<file path="src/rtl/noc_pkg.sv">
// Shared definitions for the mesh NoC router: frame layout, port labels and
// the output-stage state type used by every per-port output arbiter.
package noc_pkg;

    // Frame layout; hop counts and direction bits are only ever read upstream
    localparam int FRAME_W     = 64;
    localparam int PAYLOAD_LSB = 16;
    localparam int PAYLOAD_W   = FRAME_W - PAYLOAD_LSB;
    localparam int HX_LSB      = 1;
    localparam int HX_W        = 4;
    localparam int HY_LSB      = 5;
    localparam int HY_W        = 4;
    localparam int DIRX_BIT    = 9;
    localparam int DIRY_BIT    = 10;

    typedef logic [FRAME_W-1:0] frame_t;

    // Router port labels, used to name requesters and output channels
    typedef enum logic [2:0] {
        CW,
        CCW,
        SN,
        NS,
        PE
    } port_e;

    // Single-entry output stage occupancy
    typedef enum logic {
        EMPTY,
        FULL
    } out_state_e;

    // Payload field of a frame, handy for checking traffic end to end
    function automatic logic [PAYLOAD_W-1:0] frame_payload(input frame_t f);
        return f[FRAME_W-1:PAYLOAD_LSB];
    endfunction

endpackage

</file>
<file path="src/rtl/rr_arbiter.sv">
// Combinational requester selector shared by all router output ports.
// Round-robin mode scans upward from the slot after the last winner with
// wrap-around; fixed mode always favours the lowest-numbered requester.
module rr_arbiter #(
    parameter  int NUM_REQ = 4,
    localparam int IDX_W   = $clog2(NUM_REQ)
) (
    input  logic [NUM_REQ-1:0] req,
    input  logic [IDX_W-1:0]   last,
    input  logic               prio_mode,
    output logic [NUM_REQ-1:0] grant,
    output logic [IDX_W-1:0]   grant_idx,
    output logic               any
);

    int               cand;
    logic [IDX_W-1:0] cand_idx;
    logic             found;

    // Walk the candidates in search order and keep the first one requesting
    always_comb begin
        grant     = '0;
        grant_idx = '0;
        found     = 1'b0;
        cand      = 0;
        cand_idx  = '0;
        for (int k = 0; k < NUM_REQ; k++) begin
            if (prio_mode) begin
                cand = k;
            end else begin
                cand = int'(last) + 1 + k;
                if (cand >= NUM_REQ) begin
                    cand = cand - NUM_REQ;
                end
            end
            cand_idx = IDX_W'(cand);
            if (!found && req[cand_idx]) begin
                found           = 1'b1;
                grant_idx       = cand_idx;
                grant[cand_idx] = 1'b1;
            end
        end
        any = found;
    end

endmodule

</file>
<file path="src/rtl/noc_output_arbiter.sv">
// Per-output-port arbiter of the mesh NoC router. Picks one requesting input
// port per cycle, registers its frame into a single-entry output stage and
// keeps saturating per-requester grant counters for fairness inspection.
module noc_output_arbiter
    import noc_pkg::*;
#(
    parameter  int NUM_REQ = 4,
    parameter  int WIDTH   = FRAME_W,
    parameter  int CNT_W   = 16,
    localparam int IDX_W   = $clog2(NUM_REQ)
) (
    input  logic                     clk,
    input  logic                     rst_n,
    input  logic [NUM_REQ-1:0]       req_valid,
    input  logic [NUM_REQ*WIDTH-1:0] req_data,
    output logic [NUM_REQ-1:0]       req_ready,
    output logic                     out_valid,
    output logic [WIDTH-1:0]         out_data,
    input  logic                     out_ready,
    input  logic                     prio_mode,
    input  logic                     cnt_clr,
    output logic [IDX_W-1:0]         grant_idx,
    output logic [NUM_REQ*CNT_W-1:0] grant_cnt
);

    out_state_e       state;
    logic [IDX_W-1:0] last;
    logic [NUM_REQ-1:0] win_onehot;
    logic [IDX_W-1:0] win_idx;
    logic             any;
    logic             load_en;
    logic             xfer;
    logic [WIDTH-1:0] win_data;
    logic [CNT_W-1:0] cnt [NUM_REQ];

    rr_arbiter #(
        .NUM_REQ (NUM_REQ)
    ) u_arb (
        .req       (req_valid),
        .last      (last),
        .prio_mode (prio_mode),
        .grant     (win_onehot),
        .grant_idx (win_idx),
        .any       (any)
    );

    // The stage can take a frame when empty or when its frame leaves this cycle;
    // nothing is offered while reset is held
    always_comb begin
        load_en   = (state == EMPTY) || out_ready;
        xfer      = any && load_en && rst_n;
        req_ready = xfer ? win_onehot : '0;
        win_data  = req_data[win_idx*WIDTH +: WIDTH];
    end

    // Output stage FSM with registered valid/data/index and the RR pointer
    always_ff @(posedge clk or negedge rst_n) begin
        if (!rst_n) begin
            state     <= EMPTY;
            out_valid <= 1'b0;
            out_data  <= '0;
            grant_idx <= '0;
            last      <= IDX_W'(NUM_REQ - 1);
        end else begin
            case (state)
                EMPTY: begin
                    if (xfer) begin
                        state     <= FULL;
                        out_valid <= 1'b1;
                        out_data  <= win_data;
                        grant_idx <= win_idx;
                        last      <= win_idx;
                    end
                end
                FULL: begin
                    if (out_ready) begin
                        if (xfer) begin
                            out_data  <= win_data;
                            grant_idx <= win_idx;
                            last      <= win_idx;
                        end else begin
                            state     <= EMPTY;
                            out_valid <= 1'b0;
                        end
                    end
                end
                default: begin
                    state     <= EMPTY;
                    out_valid <= 1'b0;
                end
            endcase
        end
    end

    // Saturating grant counters; a clear wins over a coincident grant
    always_ff @(posedge clk or negedge rst_n) begin
        if (!rst_n) begin
            for (int i = 0; i < NUM_REQ; i++) begin
                cnt[i] <= '0;
            end
        end else if (cnt_clr) begin
            for (int i = 0; i < NUM_REQ; i++) begin
                cnt[i] <= '0;
            end
        end else if (xfer && (cnt[win_idx] != {CNT_W{1'b1}})) begin
            cnt[win_idx] <= cnt[win_idx] + 1'b1;
        end
    end

    // Flatten the counters onto the output bus
    always_comb begin
        grant_cnt = '0;
        for (int i = 0; i < NUM_REQ; i++) begin
            grant_cnt[i*CNT_W +: CNT_W] = cnt[i];
        end
    end

endmodule

</file>
<file path="config.mk">
export PLATFORM = sky130hd
export DESIGN_NAME = noc_output_arbiter
export DESIGN_NICKNAME = d
export VERILOG_FILES = /design/src/rtl/noc_pkg.sv /design/src/rtl/rr_arbiter.sv /design/src/rtl/noc_output_arbiter.sv
export SDC_FILE = /design/constraint.sdc
export NUM_CORES = 1
export LEC_CHECK = 0
export ABC_CLOCK_PERIOD_IN_PS = 6310
export CAP_MARGIN = 20
export CORE_AREA = 5 5 154 156
export DETAILED_ROUTE_END_ITERATION = 8
export DIE_AREA = 0 0 159 161
export PLACE_DENSITY = 0.75
export SLEW_MARGIN = 30
export SYNTH_ARGS = -nofsm -noshare
export SYNTH_HDL_FRONTEND = slang
export SYNTH_SLANG_ARGS = --single-unit
</file>
<file path="constraint.sdc">
create_clock -name clk -period 6.31 [get_ports clk]
set_input_delay 0.9465 -clock clk [delete_from_list [all_inputs] [get_ports clk]]
set_output_delay 0.9465 -clock clk [all_outputs]
set_load 0.005 [all_outputs]
</file>
==> results.cfg <==
[floorplan]
die_area_um2 = 25600
rows = 55
boundaryPins = 400
die_h_um = 161
core_area_um2 = 22230
start_util_pct = 36.90
die_w_um = 159

[worst_setup_path]
cp.required_ps = 5360
endpoint_kind = primary output
cp_max_fo = 46
path_class = in -> out
critPathLaunchType = primary input
worst_ep_arrival_time_ps = 4420

[timing]
final_max_slew_viol_count = 0
hold_viol_final = 0
grt_setup_unrepaired = no
fin_skew_ps = 9.795
fmax_ghz = 0.1865
worst_slack_ps = 947.6
fin_crit_sh_pct = 84.98
slew_headroom_pct = 33.82
setup_viol = 0
period_needed_ps = 5362
worstMarginPinSlew_ps = 990.6
tns_ps = 0

[final_layout]
area_growth_pct = 58.09
drive_gt1_share_pct = 5.282
num-nets-final = 1673

[yosys]
yosysWarnings = 0
synth_area_um2 = 8202
synth_top_area_cell = dfrtp_1
synth_seq_cells = 134
yosysTopAreaCellShare_pct = 40.27
seq_area_frac_synth_pct = 40.92
netlist_instances = 1055
avgSynthCellArea_um2 = 7.774
async_flop_share_pct = 100.0
synth.area.top_cells = dfrtp_1, nand2_1, o21ai_0
synth.distinct_cells = 60
syn-num-nets = 1321
synth-edff-count = 0
ys.flop_type = dfrtp_1

[clock_tree]
ctsResizeCount = 0
holdBufCountCts = 0
clk_latency_ps = 420
ctsRootBufferMaster = clkbuf_16
clkSinkCount = 134
cts_tree = yes
postCtsSetupBuffers = 0
cts.clk_slew.worst_paths_ps = 70
clock_path_buffers = 2
numCtsBuffers = 17
htreeDepth = 4

[grt]
grt_remaining_overflow = 0
grt_use_total_pct = 25.23
antenna_found_initial = 8
grt_first_pass_wirelength_um = 50870
grt_max_degree = 94
grt_pass1_vias = 8626

[power]
irDropWorstVdd_uv = 200.3
p_per_area_nw_per_um2 = 352.9
p_leak_nw = 5.670

[place]
gp_congestion = 0.9233
place_ws_ps = 759.5
io_buffers = 399
dpl.hpwl_um = 26410

[route]
vias = 8946
ant_nets = 0
avgViaCountPerCell = 5.235
drt_iter0_drc = 609
wl_um = 34260
drc = 0
first_pass_iters = 5
wl_per_cell_um = 20.04

[status]
status = completed

[worst_hold_path]
hold_class = in -> async

[run]
maxCapViolations = 0
## metrics by stage
| stage | std cells | utilization [%] | total power [mW] | cell area, um^2 | hold WS, ps |
|---|---|---|---|---|---|
| final | 1709 | 58.33 | 4.576 | 12970 | 426.4 |
| after global routing | 1709 | 58.33 | 4.881 | 12970 | 454.6 |
| after CTS | 1705 | 58.24 | 4.595 | 12940 | 433.4 |
| after detailed placement | 1673 | 55.42 | 3.511 | 12320 | 442.0 |
| after global placement | 1673 | 55.42 | 3.491 | 12320 | 437.3 |
| after floorplan | 1055 | - | 2.453 | 8202 | 418.8 |
## worst max-delay path, stage by stage
cell and delay, ps:
clkdlybuf4s50_1 800, and4bb_1 280, a31oi_2 190, nand3_1 190, o31ai_1 460, nand2b_4 490
nor2_1 130, nand2_1 200, inv_1 60, buf_4 190, clkdlybuf4s50_1 460
## layout by cell type (no fill, tap or decap), types with 2 or more instances in the layout
cell               n
o21ai_1            5
nand2b_1           3
bufinv_16          3
o21ai_4            3
diode_2            4
dfrtp_1          132
xnor2_1            8
a22oi_1            2
a21o_1             4
a22o_1            33
nand3_1           71
buf_4             11
dfstp_2            2
a32o_1            11
o21ai_0          130
nand4_1            4
nor4_1             5
o32ai_1            5
mux2i_1           36
nor3_1            10
clkbuf_16         17
or2_2              3
clkdlybuf4s50_1  398
nand2_1          415
mux2_2             2
nor2b_1            3
o2bb2ai_1         15
clkinv_4           4
a21oi_1            5
nand4_2            2
nor2_1            10
mux2i_4            3
mux2i_2            4
and2b_1            2
a21boi_2           2
inv_1             12
inv_6              5
a31oi_1            2
xor2_1             6
o21a_1             3
## registers in the layout, summed over array words and instances, names as in the netlist
| signal | cells |
|---|---|
| grant_idx | 2 |
| state | 1 |
| grant_cnt | 64 |
| out_valid | 1 |
| out_data | 64 |
| last | 2 |
## metal layers
layer / vias to the layer above / wire (um) / share of wire, % / track usage, %
li1: 4324 / - / - / -
met1: 4161 / 13500 / 39 / 31.01
met2: 397 / 16360 / 48 / 41.62
met3: 56 / 3511 / 10 / 9.849
met4: 8 / 817 / 2.4 / 6.786
met5: - / 61 / 0.18 / 0
## Yosys cell counts (10+ instances only)
cell / number
inv_1: 12
mux2i_1: 36
a32o_1: 11
nor2_1: 10
nand2_1: 415
clkbuf_1: 58
nand3_1: 71
nor3_1: 10
dfrtp_1: 132
a22o_1: 33
o21ai_0: 130
o2bb2ai_1: 15
## where the power goes
group / switching, mW / leakage (nW) / internal (mW)
clock network: 0.423 / 0.304 / 0.644
logic: 1.24 / 3.62 / 1.00
registers: 0.166 / 1.74 / 1.09
total: 1.83 / 5.67 / 2.74
## path summary, 6_finish.rpt
path                            from             to  slack, ps  depth (start not counted)
min                            rst_n  grant_cnt[20]        430                          1
max reg2reg                  last[1]  grant_cnt[50]       1790                         11
min reg2reg                    state      out_valid        450                          1
max in group asynchronous      rst_n   out_data[59]       4800                          2
max                        prio_mode   req_ready[0]        950                         11
min in group clk               state      out_valid        450                          1
## kinds of logic after synthesis
kind of cell / Yosys count / synth area share (%)
multiplexers: 46 / 6.438
AO/OA/AOI/OAI: 234 / 18.93
adder cells (fa/ha/maj): 1 / 0.1525
XOR/XNOR: 14 / 1.495
buffers and inverters: 90 / 5.034
AND/OR/NAND/NOR: 536 / 27.03
flip-flops: 134 / 40.92
## layout make-up
cell class              instances  area (um^2)
diodes                          4        10.01
clock buffers                  18        439.2
clock inverters                14        187.7
fillers                      2060         9261
inverters                      12        45.04
multi-input cells             831         4474
flip-flops and latches        134         3356
well taps                     285        356.6
repair buffers                411         4098
Power figures use the tool's default switching activity.
